**src/rtl/pll_lock_supervisor.sv**
```systemverilog
// pll_lock_supervisor: PLL reset/lock sequencer with lock timeout, bounded retries,
// a lock-stability qualifier and re-sequencing on lock loss.
// Define PLL_LOSS_COUNTER_EN to build the saturating loss_cnt register; otherwise loss_cnt reads 0.
module pll_lock_supervisor #(
    parameter int RESET_CYCLES  = 16,
    parameter int LOCK_TIMEOUT  = 65536,
    parameter int STABLE_CYCLES = 1024,
    parameter int MAX_RETRIES   = 4
) (
    input  logic                               clk,
    input  logic                               rst,
    input  logic                               lock_async,
    output logic                               pll_reset,
    output logic                               user_rst,
    output logic                               ready,
    output logic                               fail,
    output logic [$clog2(MAX_RETRIES+1)-1:0]   retry_cnt,
    output logic [7:0]                         loss_cnt,
    output logic [2:0]                         state
);
    localparam int RW    = $clog2(MAX_RETRIES + 1);
    localparam int CMAX0 = RESET_CYCLES > LOCK_TIMEOUT ? RESET_CYCLES : LOCK_TIMEOUT;
    localparam int CMAX  = CMAX0 > STABLE_CYCLES ? CMAX0 : STABLE_CYCLES;
    localparam int CW    = $clog2(CMAX);
    localparam logic [2:0] S_RESET  = 3'd0;
    localparam logic [2:0] S_WAIT   = 3'd1;
    localparam logic [2:0] S_STABLE = 3'd2;
    localparam logic [2:0] S_RUN    = 3'd3;
    localparam logic [2:0] S_FAIL   = 3'd4;

    logic [1:0]    sync_q;
    logic          lock_s;
    logic [2:0]    state_q, state_d;
    logic [CW-1:0] cnt_q, cnt_d;
    logic [RW-1:0] retry_q, retry_d;

    assign lock_s = sync_q[1];

    // synchronizer, state, shared counter and retry count registers
    always_ff @(posedge clk) begin
        if (rst) begin
            sync_q  <= '0;
            state_q <= S_RESET;
            cnt_q   <= '0;
            retry_q <= '0;
        end else begin
            sync_q  <= {sync_q[0], lock_async};
            state_q <= state_d;
            cnt_q   <= cnt_d;
            retry_q <= retry_d;
        end
    end

    // next state; lock beats a same-cycle timeout, counter restarts on every state entry
    always_comb begin
        state_d = state_q;
        retry_d = retry_q;
        case (state_q)
            S_RESET:  if (cnt_q == CW'(RESET_CYCLES - 1)) state_d = S_WAIT;
            S_WAIT: begin
                if (lock_s) begin
                    state_d = S_STABLE;
                end else if (cnt_q == CW'(LOCK_TIMEOUT - 1)) begin
                    retry_d = retry_q + RW'(1);
                    state_d = (int'(retry_q) + 1 == MAX_RETRIES) ? S_FAIL : S_RESET;
                end
            end
            S_STABLE: begin
                if (!lock_s) begin
                    state_d = S_WAIT;
                end else if (cnt_q == CW'(STABLE_CYCLES - 1)) begin
                    state_d = S_RUN;
                    retry_d = '0;
                end
            end
            S_RUN:    if (!lock_s) state_d = S_RESET;
            S_FAIL:   state_d = S_FAIL;
            default:  state_d = S_RESET;
        endcase
        cnt_d = (state_d != state_q || state_q == S_RUN || state_q == S_FAIL) ? '0 : cnt_q + CW'(1);
    end

    // outputs decode the registered state only
    always_comb begin
        pll_reset = state_q == S_RESET || state_q == S_FAIL;
        user_rst  = state_q != S_RUN;
        ready     = state_q == S_RUN;
        fail      = state_q == S_FAIL;
    end

    assign state     = state_q;
    assign retry_cnt = retry_q;

`ifdef PLL_LOSS_COUNTER_EN
    logic [7:0] loss_q;

    // count lock drops seen while running, saturating at 255
    always_ff @(posedge clk) begin
        if (rst)
            loss_q <= '0;
        else if (state_q == S_RUN && !lock_s && loss_q != 8'hff)
            loss_q <= loss_q + 8'd1;
    end

    assign loss_cnt = loss_q;
`else
    assign loss_cnt = 8'd0;
`endif
endmodule

```
**config.mk**
```make
export PLATFORM = sky130hd
export DESIGN_NAME = pll_lock_supervisor
export DESIGN_NICKNAME = d
export VERILOG_FILES = /design/src/rtl/pll_lock_supervisor.sv
export SDC_FILE = /design/constraint.sdc
export NUM_CORES = 1
export LEC_CHECK = 0
export ABC_AREA = 1
export CAP_MARGIN = 40
export CELL_PAD_IN_SITES_DETAIL_PLACEMENT = 0
export CELL_PAD_IN_SITES_GLOBAL_PLACEMENT = 1
export CORE_UTILIZATION = 30
export DETAILED_ROUTE_END_ITERATION = 7
export PLACE_DENSITY_LB_ADDON = 0.1
export SETUP_SLACK_MARGIN = 0.2
export SLEW_MARGIN = 20
export SYNTH_ARGS = -nofsm -noshare
export SYNTH_HDL_FRONTEND = slang
export SYNTH_SLANG_ARGS = --single-unit
```
**constraint.sdc**
```tcl
create_clock -name clk -period 1.63 [get_ports clk]
set_input_delay 0.326 -clock clk [delete_from_list [all_inputs] [get_ports clk]]
set_output_delay 0.326 -clock clk [all_outputs]
set_load 0.01 [all_outputs]
```
# Yosys cells after proc, flatten, opt, wreduce, memory -nomap -nowiden
# Cells that the tools add are included.
# classes
n_reduce_logical	7
n_addsub	3
n_mux	13
eq_ne	14
# op_table
operator	n
two-way mux 3 bit	11
adder 16 x 1 -> 16 bit, second input constant	1
== test 16 x 10 -> 1 bit, second input constant	1
== test 16 bit, second input constant	1
== test 16 x 4 -> 1 bit, second input constant	1
one-hot mux 3 bit (5 select lines)	1
inequality test 2 bit, second input constant	4
== test 3 x 2 -> 1 bit, second input constant	2
one-hot mux 3 bit (2 select lines)	1
AND reduction 5 bit	1
adder 3 x 1 -> 4 bit, second input constant	1
== test 4 x 3 -> 1 bit, second input constant	1
adder 3 x 1 -> 3 bit, second input constant	1
== test 3 x 1 -> 1 bit, second input constant	1
== test 3 bit, second input constant	1
zero test 3 bit	1
logical OR 1 bit	3
inequality test 3 x 2 -> 1 bit, second input constant	1
inequality test 3 bit	1
nonzero test 2 bit	1
OR reduction 2 bit	1
# word_totals
output_inout_bits	18
inputBits	3
ff_bits	24

# Logic depth before layout (Yosys ltp)
# depth
ltp_word	10
mapped_depth	11

# Worst setup path after synthesis
# OpenSTA, ideal clock, no wires.
# synth_path
path_type	flip-flop to flip-flop
startpoint	reg cnt_q[0]
endpoint	reg cnt_q[6]
path_slack_ns	0.017
n_path_buf	1
arrival_time_ns	1.497
period_less_slack_ns	1.613
stages_incl_launch_ff	12
cell_sequence	dfxtp_1 -> ha_1 -> nand3_1 -> inv_1 -> nand2_2 -> nor2_2 -> nor2_1 -> nor2_2 -> nand3_2 -> nand3_4 -> buf_8 -> nor2_1
# synth_via
elab_chain_len	8
word_cells_on_any_way	14
cone_classes	1 x add/sub; 4 x eq/ne; 6 x mux; 3 x reduce/logical
# synth_rtl
element	line_no	rtl
start, declared	34	logic [CW-1:0] cnt_q, cnt_d;
start signal, assigned	49	cnt_q <= cnt_d;
== test 16 x 10 -> 1 bit or == test 16 bit (tied branches)	71, 63	
two-way mux 3 bit (on tied branches)	71, 63	
two-way mux 3 bit (on tied branches)	69, 61	
one-hot mux 3 bit (5 select lines)	58	case (state_q)
inequality test 3 bit	80	cnt_d = (state_d != state_q || state_q == S_RUN || state_q == S_FAIL) ? '0 : cnt_q + CW'(1);
logical OR 1 bit (2 in series)	80	
OR reduction 2 bit (no source line)	--	
# Several ways; a longest one is shown, not always the timed one.
# A chain may end at the register's enable or synchronous reset.

# Worst setup path in the final report
# layout_path
startpoint	reg cnt_q[1]
endpoint	reg cnt_q[5]
# Same word-level chain as after synthesis.

==> impl_metrics.py <==
metrics = {
    "worst_hold_path": {
        "hold_path.class": "flip-flop to flip-flop",
    },
    "cells_and_area": {
        "stdcell_count": 278,
        "nets": 235,
        "fin_area_um2": 1780,
        "nFillCells": 440,
        "antennaDiodeCount": 0,
        "areaGrowthSynthToFinish_pct": 33.9,
        "drive_gt1_share_pct": 27.6,
    },
    "sta": {
        "drv_slew": 0,
        "max_freq_mhz": 658,
        "period_needed_ns": 1.52,
        "fin_ws_ns": 0.109,
        "rsz0062_at_grt": "true",
        "period_share_pct": 93.3,
        "holdWs_ns": 0.407,
        "fin_setup_tns_ns": 0,
        "setup_viol": 0,
        "hold_viol_final": 0,
        "skew_ns": 0.00493,
    },
    "synthesis": {
        "synth_top_family_by_area": "simple AND/OR/NAND/NOR gates",
        "yosys-top-cells-area": "dfxtp_1, nor2_1, inv_1, nand2_1, xor2_1",
        "synth_compound_area_share_pct": 3.95,
        "ys_warn_count": 0,
        "synth_top_area_share_pct": 36.2,
        "yosysUniqueCellTypes": 24,
        "syn_area_um2": 1330,
        "synthAdderAreaFrac_pct": 1.88,
        "synth-edff-count": 0,
        "synthMuxAreaShare_pct": 0,
        "synthArstFlopShare_pct": 0,
        "yosys.area.top_type": "dfxtp_1",
        "syn-instance-count": 193,
        "avgSynthCellArea_um2": 6.88,
        "synth-simple-area-share_pct": 32.9,
        "ys_ff_latch": 24,
        "synth-xor-area-share_pct": 9.89,
        "synthFlopType": "dfxtp_1",
        "ys_seq_area_share_pct": 36.2,
    },
    "clocking": {
        "clkTransAtPathRegs_ns": 0.08,
        "cts_tree": "done",
        "clock_latency_ns": 0.26,
        "postCtsHoldBufs": 0,
        "numCtsBuffers": 3,
        "cts.sinks": 24,
        "cts.htree.levels": 1,
        "cts_root_buf": "clkbuf_8",
        "max-clock-path-buffers": 2,
    },
    "drt": {
        "first_iter_violations": 47,
        "drc": 0,
        "vias_per_cell": 4.47,
        "drt_pass1_iterations": 4,
        "wl_mm": 3.03,
        "postRouteAntennaNets": 0,
        "wl_per_cell_um": 10.9,
        "vias": 1243,
    },
    "floorplan": {
        "initial_utilization_pct": 32.3,
        "die-width_um": 68.6,
        "io-pin-count": 21,
        "core_area_um2": 4120,
        "fp.dieH_um": 68.6,
        "die-area_um2": 4700,
        "rows": 23,
    },
    "run": {
        "cap_violations": 0,
    },
    "power_and_ir_drop": {
        "clkPwrFrac_pct": 33.6,
        "power.switching_mw": 0.231,
        "ir_drop_mv": 0.484,
        "powerDensity_nw_per_um2": 578,
        "internal_power_mw": 0.796,
        "switching_share_pct": 22.5,
        "p_seq_share_pct": 59.3,
        "power_frac_comb_pct": 7.1,
        "total_leakage_power_nw": 0.812,
    },
    "grt": {
        "grt_max_degree": 13,
        "grt_pass1_vias": 1155,
        "grt_pass1_wl_mm": 5.31,
        "antenna_found_initial": 0,
        "grt_use_total_pct": 15.4,
        "overflow": 0,
    },
    "worst_setup_path": {
        "arrival_ns": 1.68,
        "crit_type": "flip-flop to flip-flop",
        "cp.required_ns": 1.79,
        "cp-start-kind": "flip-flop",
        "crit_fanout": 8,
        "cp-end-kind": "flip-flop",
    },
    "placed_design": {
        "gp_congestion": 0.794,
        "dp_cells": 263,
        "dp_slack_ns": -0.0600,
        "port_buffers": 12,
        "dp_hpwl_mm": 2.22,
        "place_area_um2": 1580,
    },
    "status": {
        "status": "finished clean",
    },
}
cell usage in the layout (no fill, tap or decap), drive strengths merged:
cell type | Yosys | routed
clkbuf | 1 | 5
a31oi | 1 | 1
inv | 32 | 32
clkdlybuf4s15 | 0 | 1
nand2 | 30 | 30
xor2 | 8 | 8
nor2 | 47 | 47
dlygate4sd2 | 0 | 7
clkdlybuf4s50 | 0 | 2
and3 | 2 | 2
nor3 | 4 | 4
a21oi | 6 | 6
ha | 2 | 2
conb | 1 | 8
dfxtp | 24 | 24
xnor2 | 7 | 7
o22ai | 1 | 1
buf | 9 | 22
nand3 | 11 | 12
nand4 | 5 | 5
o21ai | 2 | 2
repair_timing:
action / 4_1_cts / 5_1_grt
buffers inserted: 10 / 1
cloned: 1 / 0
pin swaps: 5 / 3
gates resized for setup: 30 / 13
endpoints found under the setup margin: 29 / 23
path summary, 6_finish.rpt:
kind                                 from   endpoint  slack (ns)  depth (start not counted)
worst min-delay path            sync_q[0]  sync_q[1]        0.41                          2
worst max-delay path             cnt_q[1]   cnt_q[5]        0.11                         10
worst max register to register   cnt_q[1]   cnt_q[5]        0.11                         10
worst min register to register  sync_q[0]  sync_q[1]        0.41                          2
critical path, stage by stage, from the launching register on:
cell     delay [ns]
dfxtp_2        0.36
ha_4           0.15
nand3_4        0.09
inv_2          0.08
nand2_4        0.07
nor2_4         0.12
nor2_2         0.05
nor2_2         0.14
nand3_4        0.12
nand3_4        0.17
nor2_1         0.07
metrics by stage:
step	total power, mW	utilization, %
global placement	0.682	38.4
global route	1.09	43.2
CTS	1.04	42.7
finish	1.03	43.2
detailed placement	0.684	38.4
floorplan	0.685	-
flip-flops by register name, indices dropped and copies added, names as in the netlist:
signal	cells
cnt_q	16
retry_cnt	3
state	3
sync_q	2
synth_stat cells (4+ instances only):
library cell / n
xor2_1: 8
nand4_1: 5
nand3_1: 9
xnor2_1: 7
nand2_1: 28
inv_1: 32
a21oi_1: 6
nor2_1: 45
nor3_1: 4
buf_4: 8
dfxtp_1: 24
per-layer routing:
metal  share of wire (%)  global-route usage, %  wire length (um)
met1                  52                   22.0              1560
met2                  44                   23.5              1340
met3                 2.8                   2.47                86
met4                 1.2                   4.69                36
met5                   0                      0                 0
power groups by stage:
stage,registers [mW],logic (mW),clock network [mW]
after floorplan,0.623,0.0626,0
after global placement,0.624,0.0581,0
after detailed placement,0.624,0.0591,0
after CTS,0.609,0.0718,0.363
after global routing,0.611,0.0851,0.390
final,0.609,0.0729,0.346
final cells by class:
cell class                      instances  area, um^2  area share, %
Clock buffer                            3        41.3           2.32
Inverter                               32         120           6.75
Multi-Input combinational cell        135         783           44.0
Sequential cell                        24         497           27.9
Tap cell                               50        62.6           3.52
Timing Repair Buffer                   34         275           15.5
cell families after synthesis:
| group | after synthesis |
|---|---|
| AO/OA/AOI/OAI | 10 |
| XOR/XNOR | 15 |
| adder cells (fa/ha/maj) | 2 |
| buffers and inverters | 42 |
| flip-flops | 24 |
| other | 1 |
| AND/OR/NAND/NOR | 99 |
Note: power is estimated with default switching activity, not from simulation.
